<file path="config.mk">
export PLATFORM = sky130hd
export DESIGN_NAME = hilo_sequencer
export DESIGN_NICKNAME = d
export VERILOG_FILES = /design/src/rtl/hilo_sequencer.sv
export SDC_FILE = /design/constraint.sdc
export NUM_CORES = 1
export LEC_CHECK = 0
export CAP_MARGIN = 20
export CORE_MARGIN = 1.5
export CORE_UTILIZATION = 33
export DETAILED_ROUTE_END_ITERATION = 8
export PLACE_DENSITY_LB_ADDON = 0.15
export SLEW_MARGIN = 20
export SYNTH_ARGS = -nofsm -noshare
export SYNTH_HDL_FRONTEND = slang
export SYNTH_SLANG_ARGS = --single-unit
export TNS_END_PERCENT = 10
</file>
<file path="constraint.sdc">
create_clock -name clk -period 10.7 [get_ports clk]
set_input_delay 3.21 -clock clk [delete_from_list [all_inputs] [get_ports clk]]
set_output_delay 3.21 -clock clk [all_outputs]
set_load 0.03 [all_outputs]
</file>
<file path="src/rtl/hilo_sequencer.sv">
// HI/LO sequencer: 32-step shift-add MULTU and restoring DIV/DIVU, plus MTHI/MTLO.
// One 64-bit accumulator serves as {hi,lo} product for multiply and {rem,quo} for divide.
module hilo_sequencer (
  input  logic        clk,
  input  logic        rst,
  input  logic        MULTU,
  input  logic        DIV,
  input  logic        DIVU,
  input  logic        MTHI,
  input  logic        MTLO,
  input  logic [31:0] rsdata,
  input  logic [31:0] rtdata,
  output logic        stall,
  output logic        done,
  output logic [31:0] hi,
  output logic [31:0] lo
);

  typedef enum logic [2:0] {S_IDLE, S_MUL, S_DIV, S_FIX, S_DONE} state_e;

  state_e      state_q;
  logic [31:0] hi_q, lo_q;
  logic [4:0]  cnt_q;
  logic [63:0] acc_q;
  logic [31:0] opnd_q;       // multiplicand or divisor magnitude
  logic        signed_q;
  logic        neg_quo_q;
  logic        neg_rem_q;

  logic [32:0] mul_sum;
  logic [63:0] mul_next;
  logic [32:0] div_shift;
  logic [33:0] div_diff;
  logic [63:0] div_next;
  logic [31:0] rs_abs, rt_abs;

  // NOTE: every signal assigned in always_comb gets a value on every path, so no latch is inferred.
  always_comb begin
    mul_sum   = {1'b0, acc_q[63:32]} + (acc_q[0] ? {1'b0, opnd_q} : 33'd0);
    mul_next  = {mul_sum, acc_q[31:1]};
    div_shift = {acc_q[63:32], acc_q[31]};
    div_diff  = {1'b0, div_shift} - {2'b00, opnd_q};
    if (div_diff[33]) begin
      div_next = {div_shift[31:0], acc_q[30:0], 1'b0};
    end else begin
      div_next = {div_diff[31:0], acc_q[30:0], 1'b1};
    end
    rs_abs = rsdata[31] ? -rsdata : rsdata;
    rt_abs = rtdata[31] ? -rtdata : rtdata;
  end

  assign stall = ((state_q == S_IDLE) && (MULTU || DIV || DIVU)) ||
                 (state_q == S_MUL) || (state_q == S_DIV) || (state_q == S_FIX);
  assign done  = (state_q == S_DONE);
  assign hi    = hi_q;
  assign lo    = lo_q;

  // NOTE: sequential state uses non-blocking assignments so all registers update together at the edge.
  always_ff @(posedge clk) begin
    if (rst) begin
      state_q   <= S_IDLE;
      hi_q      <= 32'd0;
      lo_q      <= 32'd0;
      cnt_q     <= 5'd0;
      acc_q     <= 64'd0;
      opnd_q    <= 32'd0;
      signed_q  <= 1'b0;
      neg_quo_q <= 1'b0;
      neg_rem_q <= 1'b0;
    end else begin
      case (state_q)
        S_IDLE: begin
          if (DIV || DIVU) begin
            if (rtdata == 32'd0) begin
              hi_q    <= rsdata;
              lo_q    <= 32'hFFFF_FFFF;
              state_q <= S_DONE;
            end else begin
              signed_q  <= DIV;
              acc_q     <= {32'd0, DIV ? rs_abs : rsdata};
              opnd_q    <= DIV ? rt_abs : rtdata;
              neg_quo_q <= DIV & (rsdata[31] ^ rtdata[31]);
              neg_rem_q <= DIV & rsdata[31];
              cnt_q     <= 5'd31;
              state_q   <= S_DIV;
            end
          end else if (MULTU) begin
            acc_q   <= {32'd0, rtdata};
            opnd_q  <= rsdata;
            cnt_q   <= 5'd31;
            state_q <= S_MUL;
          end else if (MTHI) begin
            hi_q <= rsdata;
          end else if (MTLO) begin
            lo_q <= rsdata;
          end
        end
        S_MUL: begin
          acc_q <= mul_next;
          cnt_q <= cnt_q - 5'd1;
          if (cnt_q == 5'd0) begin
            hi_q    <= mul_next[63:32];
            lo_q    <= mul_next[31:0];
            state_q <= S_DONE;
          end
        end
        S_DIV: begin
          acc_q <= div_next;
          cnt_q <= cnt_q - 5'd1;
          if (cnt_q == 5'd0) begin
            if (signed_q) begin
              state_q <= S_FIX;
            end else begin
              hi_q    <= div_next[63:32];
              lo_q    <= div_next[31:0];
              state_q <= S_DONE;
            end
          end
        end
        // Magnitudes wrap, so 0x80000000 / -1 lands on lo=0x80000000 without a trap.
        S_FIX: begin
          lo_q    <= neg_quo_q ? -acc_q[31:0]  : acc_q[31:0];
          hi_q    <= neg_rem_q ? -acc_q[63:32] : acc_q[63:32];
          state_q <= S_DONE;
        end
        S_DONE:  state_q <= S_IDLE;
        default: state_q <= S_IDLE;
      endcase
    end
  end

endmodule

</file>
After elaboration in Yosys (flattened, before gate mapping)
Index checks and enable logic that the tools add are counted.
Storage, ports and cells
  flip-flop bits (word level): 171
  input port bits: 71
  output and inout bits: 66
Operators by class
  bitwise operators: 4
  add/subtract/negate cells: 7
  equality and inequality tests: 15
  mux-type cells: 43
  reduce and logical (&&, ||, !) cells: 22
Operators with widths (count)
  two-way mux 32 bit: 25
  two-way mux 64 bit: 4
  case mux 32 bit (4 select lines): 2
  case mux 64 bit (3 select lines): 1
  negator 32 bit: 4
  subtractor 33 x 32 -> 34 bit: 1
  adder 32 x 32 -> 33 bit: 1
  zero test 32 bit: 1
  two-way mux 3 bit: 6
  inequality test 3 x 2 -> 1 bit (second input constant): 6
  two-way mux 5 bit: 3
  AND reduction 3 bit: 5
  case mux 3 bit (4 select lines): 1
  case mux 5 bit (2 select lines): 1
  AND reduction 8 bit: 1
  AND reduction 7 bit: 1
  == test 3 x 2 -> 1 bit (second input constant): 2
  logical OR 1 bit: 6
  zero test 5 bit: 1
  subtractor 5 x 1 -> 5 bit (second input constant): 1
  inequality test 2 x 1 -> 1 bit (second input constant): 2
  inequality test 2 bit (second input constant): 2
  nonzero test 2 bit: 2
  nonzero test 4 bit: 1
  10 further kinds: 11

Logic depth before layout (Yosys ltp)
Gate-level depths: netlist of the first run.
  depth in word-level cells: 6
  depth in mapped cells: 15

Worst setup path before layout of the first run
Ideal clock, no wire load.
  path type: input to output
  start: input port DIV
  end: output port stall
  data required time: 7490 ps
  arrival time: 4420 ps
  path buffers: 2
  setup slack: 3070 ps
  cell stages on the path: 4
  path through: clkbuf_1 nor2_1 clkbuf_1 a31oi_1
Between the ends
  cells in the longest elaborated chain, start to end: 6
Ends and longest elaborated chain
  start, declared: RTL line 7  | input logic DIV,
  logical OR 1 bit (2 in series): RTL line 52  | assign stall = ((state_q == S_IDLE) && (MULTU || DIV || DIVU)) ||
  logical AND 1 bit: RTL line 52
  logical OR 1 bit: RTL line 52
  logical OR 1 bit (2 in series): RTL line 53  | (state_q == S_MUL) || (state_q == S_DIV) || (state_q == S_FIX);
  end, declared: RTL line 13  | output logic stall,
Every way passes these cells.

Worst setup path in the final report of the first run
Same ends and word-level chain as after synthesis.

==> results of run 1 <==
## report_power, final
part	internal (mW)	switching [mW]
registers	0.857	0.244
logic	0.963	1.70
clock network	0.396	0.291
total	2.22	2.23
## registers in the layout, indices dropped and copies added, names as in the netlist
signal     cells
lo            32
state_q        3
hi            32
acc_q         64
opnd_q        32
neg_rem_q      1
signed_q       1
cnt_q          5
neg_quo_q      1
## stage by stage
step                      hold slack, ns  cells  setup WS (ns)  utilization, %  total power [mW]
after floorplan                    0.432   2136           3.07               -              2.85
after global placement             0.441   2721           2.37            37.0              3.70
after detailed placement           0.446   2722           2.38            37.1              3.74
after CTS                          0.456   2753           2.36            38.4              4.44
after global routing               0.463   2753           2.28            38.4              4.74
final                              0.454   2753           2.35            38.4              4.45
## how the worst max path moves through the flow
| stage | startpoint | to | slack, ns | cells after the start |
|---|---|---|---|---|
| final | DIV | stall | 2.35 | 4 |
| after global placement | DIV | stall | 2.37 | 4 |
| after global routing | DIV | stall | 2.28 | 4 |
| after CTS | DIV | stall | 2.36 | 4 |
| after floorplan | DIV | stall | 3.07 | 4 |
| after detailed placement | DIV | stall | 2.38 | 4 |
## kinds of logic (layout without fill, tap and decap cells)
family                     after synthesis  in the layout  share of synthesized area (%)
muxes                                   26             26                           1.82
and+or+nand+nor                        702            702                           20.8
buffers and inverters                  243            260                           6.36
xor gates and xnor gates               158            158                           9.13
adders and majority gates               72             72                           6.04
AOI/OAI and AO/OA                      764            764                           33.3
DFF                                    171            171                           22.6
## synthesized netlist by cell type (16+ instances only)
cell / count
a211oi_1: 44
a21o_1: 23
a21oi_1: 224
a221oi_1: 37
a22oi_1: 29
a311oi_1: 16
a31oi_1: 18
clkbuf_1: 149
dfxtp_1: 171
ha_1: 70
inv_1: 66
nand2_1: 249
nand2b_1: 22
nand3_1: 40
nand4_1: 19
nor2_1: 236
nor3_1: 33
o211ai_1: 63
o21ai_0: 140
o221ai_1: 22
o31ai_1: 26
o41ai_1: 16
or3_1: 26
xnor2_1: 86
xor2_1: 72
## metal layers
metal  vias up  part of all wire, %
li1       7841                    -
met2       610                   46
met4         0                  2.5
met5         -                    0
met1      7946                   45
met3        86                  6.2
## worst max-delay path, stage by stage
cell and delay, ns:
clkdlybuf4s50_1 0.75, nor2_4 0.07, a31oi_1 0.34, clkdlybuf4s50_1 0.76
## layout make-up
cell class              count  share of cell area (%)
inverters                  67                    1.44
clock buffers              20                    2.56
multi-input cells        1722                    62.1
well taps                 600                    4.30
repair buffers            162                    9.04
clock inverters            11                   0.975
flip-flops and latches    171                    19.6
==> results.txt, run 1 <==
The synthesized design contains 0 enable-type register cells. Across the run, the number of max-cap violations was 0. Summed over all nets, the half-perimeter wirelength after detailed placement is 45300 µm. Number of setup buffers added after CTS: 0. The share of final-layout standard cells stronger than drive strength 1 is 4.51%, and the count of input and output buffers is 136. Total negative setup slack: 0 ns. In this run, post-CTS repair resized a total of 0 instances. The multi-input combinational cells in the finished layout cover a total of 0.0108 mm².

Worst relative slew slack: 24.9%. Setup repair after global routing left no endpoint under its margin. The finished cells cover 0.0174 mm². The fmax is 120 MHz, and the power density over cell area is 255 mW/mm². The number of antenna diodes in the final layout is 0.

The standard cell core area was 0.0454 mm²; the synthesized flop and latch total was 171. For the via count of the first global-routing pass, the log shows 15.8k. The final routed wire length divided by cell count works out to 22.5 µm. By startpoint and endpoint, the worst setup path is classified as input pin to primary output. The worst hold path passes through 2 cells. Measured along the y axis, the die boundary spans 217 µm. The met1 global-route usage was 35.2%. After detailed routing, the number of vias per cell comes to 5.99.

The cell sitting at the root of the clock tree is a clkbuf_16. The width of the die was 217 µm; the register area was 0.00342 mm². The tools report the final-report hold violation count as 0.

After synthesis, flip-flops and latches occupy 22.6% of the total area. The tools report the capture instance of the worst register-to-register path as acc_q[60]. The startpoint identified for the worst hold timing path is lo[7]. Data arrives at the worst endpoint at 5.14 ns.

Dominant synthesized flop cell: dfxtp_1. The routed design has 61900 µm of wire. Clock-pin slew was measured on the worst setup and hold paths at 0.06 ns. After the first detailed-routing iteration, the DRC count stood at 1574. Total number of H-tree levels: 4.

dfxtp_1 takes more of the synthesized area than any other cell. The logs give 171 for the number of clock sinks seen by CTS and 6.51 nW for the leakage power total. The logs give 17 for the number of buffers created by CTS and 3.41% for the met3 usage. The routed layout has 16.5k vias. The required time of the critical path was 7.49 ns. The floorplan has 78 rows. After synthesis, the mean cell area works out to 7.10 µm². Across every metal layer, demand over resource in global routing totals 25.9%. In this run the worst path has a maximum fanout of 10. Routability-driven placement finished with a final weighted congestion of 0.907. At the pin with the least slew margin, the transition time is 1.13 ns. The worst register-to-register path begins at acc_q[0]. The initial antenna violation count is 0. Hold repair after CTS inserted 0 buffers. During synthesis, Yosys emitted a total of 0 warnings. The share of the synthesized area in the top cell type works out to 22.6%. The number of setup violations in the final report is 0, and the post-synthesis instance total is 2136. Before antenna repair, the detailed router went through 7 iterations. TritonCTS built the clock tree. In the layout the commonest cells are 249 x nand2_1, 230 x nor2_1, 224 x a21oi_1, 171 x dfxtp_1, 140 x o21ai_0. When the netlist entered floorplanning its net count stood at 2279. The run gives 0 as the count of nets left with antenna violations after detail routing. For the number of slew-limit violations in the final report, the log shows 0. VDD sags by at most 0.175 mV. Counting the fill cells in the layout gives 4759. Setup skew after layout: 0.0103 ns.

Relative to the synthesized area, the layout overhead comes to 15.1%. Global-route congestion overflow total: 0. Most common cell after layout, fill and taps aside: nand2_1. The slack of the worst reg-to-reg path is 6.37 ns, and the final period demand of the worst path is 8.35 ns. The cell area after synthesis was 0.0152 mm²; the maximum number of pins on one net before global-route repair was 85. The path class of the tightest hold or removal check is register to register. Async set-or-reset flop fraction in the synthesized netlist: 0%.

The clock reaches the later pin of the worst-skew pair after 0.47 ns. The critical path launch point type was an input pin. The flow ran to the end, and the final reports show no timing, DRC or antenna violations. For this run, global-route usage on met2 was measured as 41.9%. The die covers 0.0472 mm². The run gives 33.4% as the initial core utilization. met2 is the most crowded layer. The worst path uses 78.0% of the clock period. The first global-routing pass estimated 94900 µm of wire. For the worst flop-to-flop path, the logic depth is 14. The tools report the number of placed I/O pins as 137. Number of nets at the end of the flow: 2284. The worst setup path is captured at a primary output. The run gives 80 as the number of library cell types mapped by synthesis.

For hold timing, the worst endpoint is lo[7]. Summing all placed instances gives a cell area of 0.0168 mm². By area the synthesized netlist is led by dfxtp_1 23%, a21oi_1 7.4%, nand2_1 6.2%. In this run the deepest clock path goes through 2 buffers. In the routed design, unresolved DRC markers number 0.
Note: power is estimated with default switching activity, not from simulation.
==> run 2: changes to the inputs <==
==> constraint.sdc (replaced) <==
create_clock -name clk -period 7 [get_ports clk]
set_input_delay 2.1 -clock clk [delete_from_list [all_inputs] [get_ports clk]]
set_output_delay 2.1 -clock clk [all_outputs]
set_load 0.03 [all_outputs]
==> run 2 against run 1 <==
Utilization increased by 0.061 points. First-iteration DRC count increased by 4.1%. Cell count increased by 0.22%. Clock skew increased by 0.0035 ns. Hold slack about the same. Global-route usage increased by 0.24 points. Critical endpoint unchanged. Largest power group unchanged.
==> results.txt, run 2 (synthesis results as in run 1) <==
Once placement completed, the tool counted placed cells totaling 2727. The placer's final routability congestion estimate was 0.907; the number of setup violations in the final report was 0. The clock-pin slew of the registers on the worst-case setup and hold paths is 0.06 ns. The number of antenna diodes in the final layout is 0. Summing all non-filler instances in the final layout gives an area of 0.0175 mm². The standard cell core area was 0.0454 mm².

At the worst endpoint, the required time is 4.90 ns. The worst-case clock buffer depth is 2. Setup repair after global routing left no endpoint under its margin. The first global-routing pass estimated 95700 µm of wire.

The count of input and output buffers was 136; the number of nets at the end of the flow was 2289. For the initial core utilization, the log shows 33.4%. Leaving out fill and tap cells, the most frequent cell in the layout is nand2_1. TritonCTS created 17 clock buffers. The final-report hold violation count was 0; the die outline height was 217 µm. The floorplan has 78 rows.

In this run the power density over the cells is 388 mW/mm². Headroom to the max-slew limit came out at 25.2%. Once placement finished, the instance area stood at 0.0168 mm².

Across the run, the number of max-cap violations was 0. For this run, the top clock speed supported by timing is 163 MHz. The layout has 4851 filler cells. In the layout the commonest cells are 249 x nand2_1, 229 x nor2_1, 224 x a21oi_1, 171 x dfxtp_1, 140 x o21ai_0. At the end of the flow the core is filled with cells to 38.5%.

Once the clock tree was built, the resizer swapped 0 gates to a different size. The share of final-layout standard cells stronger than drive strength 1 is 4.77%. The width of the die is 217 µm, and the total length of routed wires is 62500 µm. The run finished with clean final reports.

The detailed route wirelength on metal3 was 3780 µm; the data arrival at the endpoint of the critical path was 4.03 ns. The count of nets left with antenna violations after detail routing is 0. Along the worst path, the maximum fanout reaches 10. The tools report the global-route congestion overflow total as 0. At the later pin of the worst-skew pair, clock insertion delay measures 0.47 ns. After clock tree synthesis, the flow added hold-fix buffers numbering 0.

Total number of H-tree levels: 4. The transition time at the pin with the least slew margin was 1.12 ns. Of the available clock period, the critical path in the final layout requires 87.6%. Once detailed placement completed, the half-perimeter wirelength came to 46700 µm. For the via count of the first global-routing pass, the log shows 15.4k. The setup path with the least slack is of type input pin to primary output.

The number of placed I/O pins was 137. The number of slew-limit violations in the final report is 0. TritonCTS built the clock tree. The die covers 0.0472 mm².

After the first detailed-routing iteration, the DRC count stood at 1638. The routed length on met1 came out at 28600 µm. Summing over every cut layer, the via total after detailed routing is 16.4k.

The tree is rooted in a clkbuf_16. For this run, the total global-route usage over all layers was measured as 26.2%. Remaining design rule violation count: 0. The number of clock sinks seen by CTS was 171. The register with the most flip-flops in the layout has 64 of them. The highest layer touched by signal routing is met4. The worst path in the final design needs a cycle of 6.13 ns, including I/O delays and setup. Entering global routing, the biggest net connects 96 pins.

The logs give 0 ns for the total negative setup slack and 2759 for the final standard cell count with taps included and fillers excluded. Once the clock tree was built, the setup fixing pass inserted 0 buffers. The worst setup path is launched from an input pin. The final routed wire length divided by cell count works out to 22.6 µm. VDD sags by at most 0.222 mV. The path class of the tightest hold or removal check is register to register.

Setup skew after layout: 0.0138 ns. Before antenna repair, the detailed router went through 8 iterations. For this design the static power due to leakage is 6.53 nW.

In the detailed route, the total length drawn on met2 is 28500 µm. The register with the highest flop count is acc_q. The initial antenna violation count was 0. The layout-stage area growth over the synthesis result came out at 15.3%. The worst setup path is captured at a primary output.

Dividing the detail-routed via count by the number of cells gives 5.95.
==> run 2: changes by cell type in the layout (fill, tap and decap cells not counted), sizes merged <==
cell | before | now
buf | 27 | 32
clkbuf | 20 | 22
clkinv | 8 | 7
==> run 2: metrics by stage <==
step                      power, mW  hold WS, ns  worst slack (ns)
after floorplan                4.35        0.432              1.59
after global placement         5.68        0.443             0.892
after detailed placement       5.69        0.450             0.879
after CTS                      6.77        0.459             0.868
after global routing           7.22        0.469             0.728
final                          6.78        0.454             0.867
==> run 2: final cells by class <==
type | count | area, µm² | share of cell area (%)
multi-input combinational | 1722 | 10800 | 61.9
sequential | 171 | 3420 | 19.6
timing repair buffer | 167 | 1600 | 9.13
tap | 600 | 751 | 4.30
clock buffer | 22 | 464 | 2.66
inverter | 67 | 251 | 1.44
clock inverter | 10 | 165 | 0.945
==> run 2: worst paths after layout <==
| check | from | endpoint | slack, ns | cells past startpoint |
|---|---|---|---|---|
| max | DIV | stall | 0.87 | 4 |
| min | lo[13] | lo[13] | 0.45 | 2 |
| max reg2reg | state_q[0] | hi[31] | 2.07 | 13 |
| min reg2reg | lo[13] | lo[13] | 0.45 | 2 |
==> run 2: power by group <==
part / internal (mW) / switching (mW) / total (mW)
combinational: 1.46 / 2.56 / 4.02
clock: 0.617 / 0.429 / 1.05
sequential: 1.31 / 0.402 / 1.71
total: 3.39 / 3.39 / 6.78
==> run 2: critical path, stage by stage <==
cell,delay [ns]
clkdlybuf4s50_1,0.74
nor2_4,0.07
a31oi_1,0.36
clkdlybuf4s50_1,0.76
==> run 2: layer usage <==
layer  global-route usage, %  vias up
li1                        -     7833
met1                    36.2     7914
met2                    42.2      607
met3                    3.34       75
met4                    8.10        0
met5                       0        -
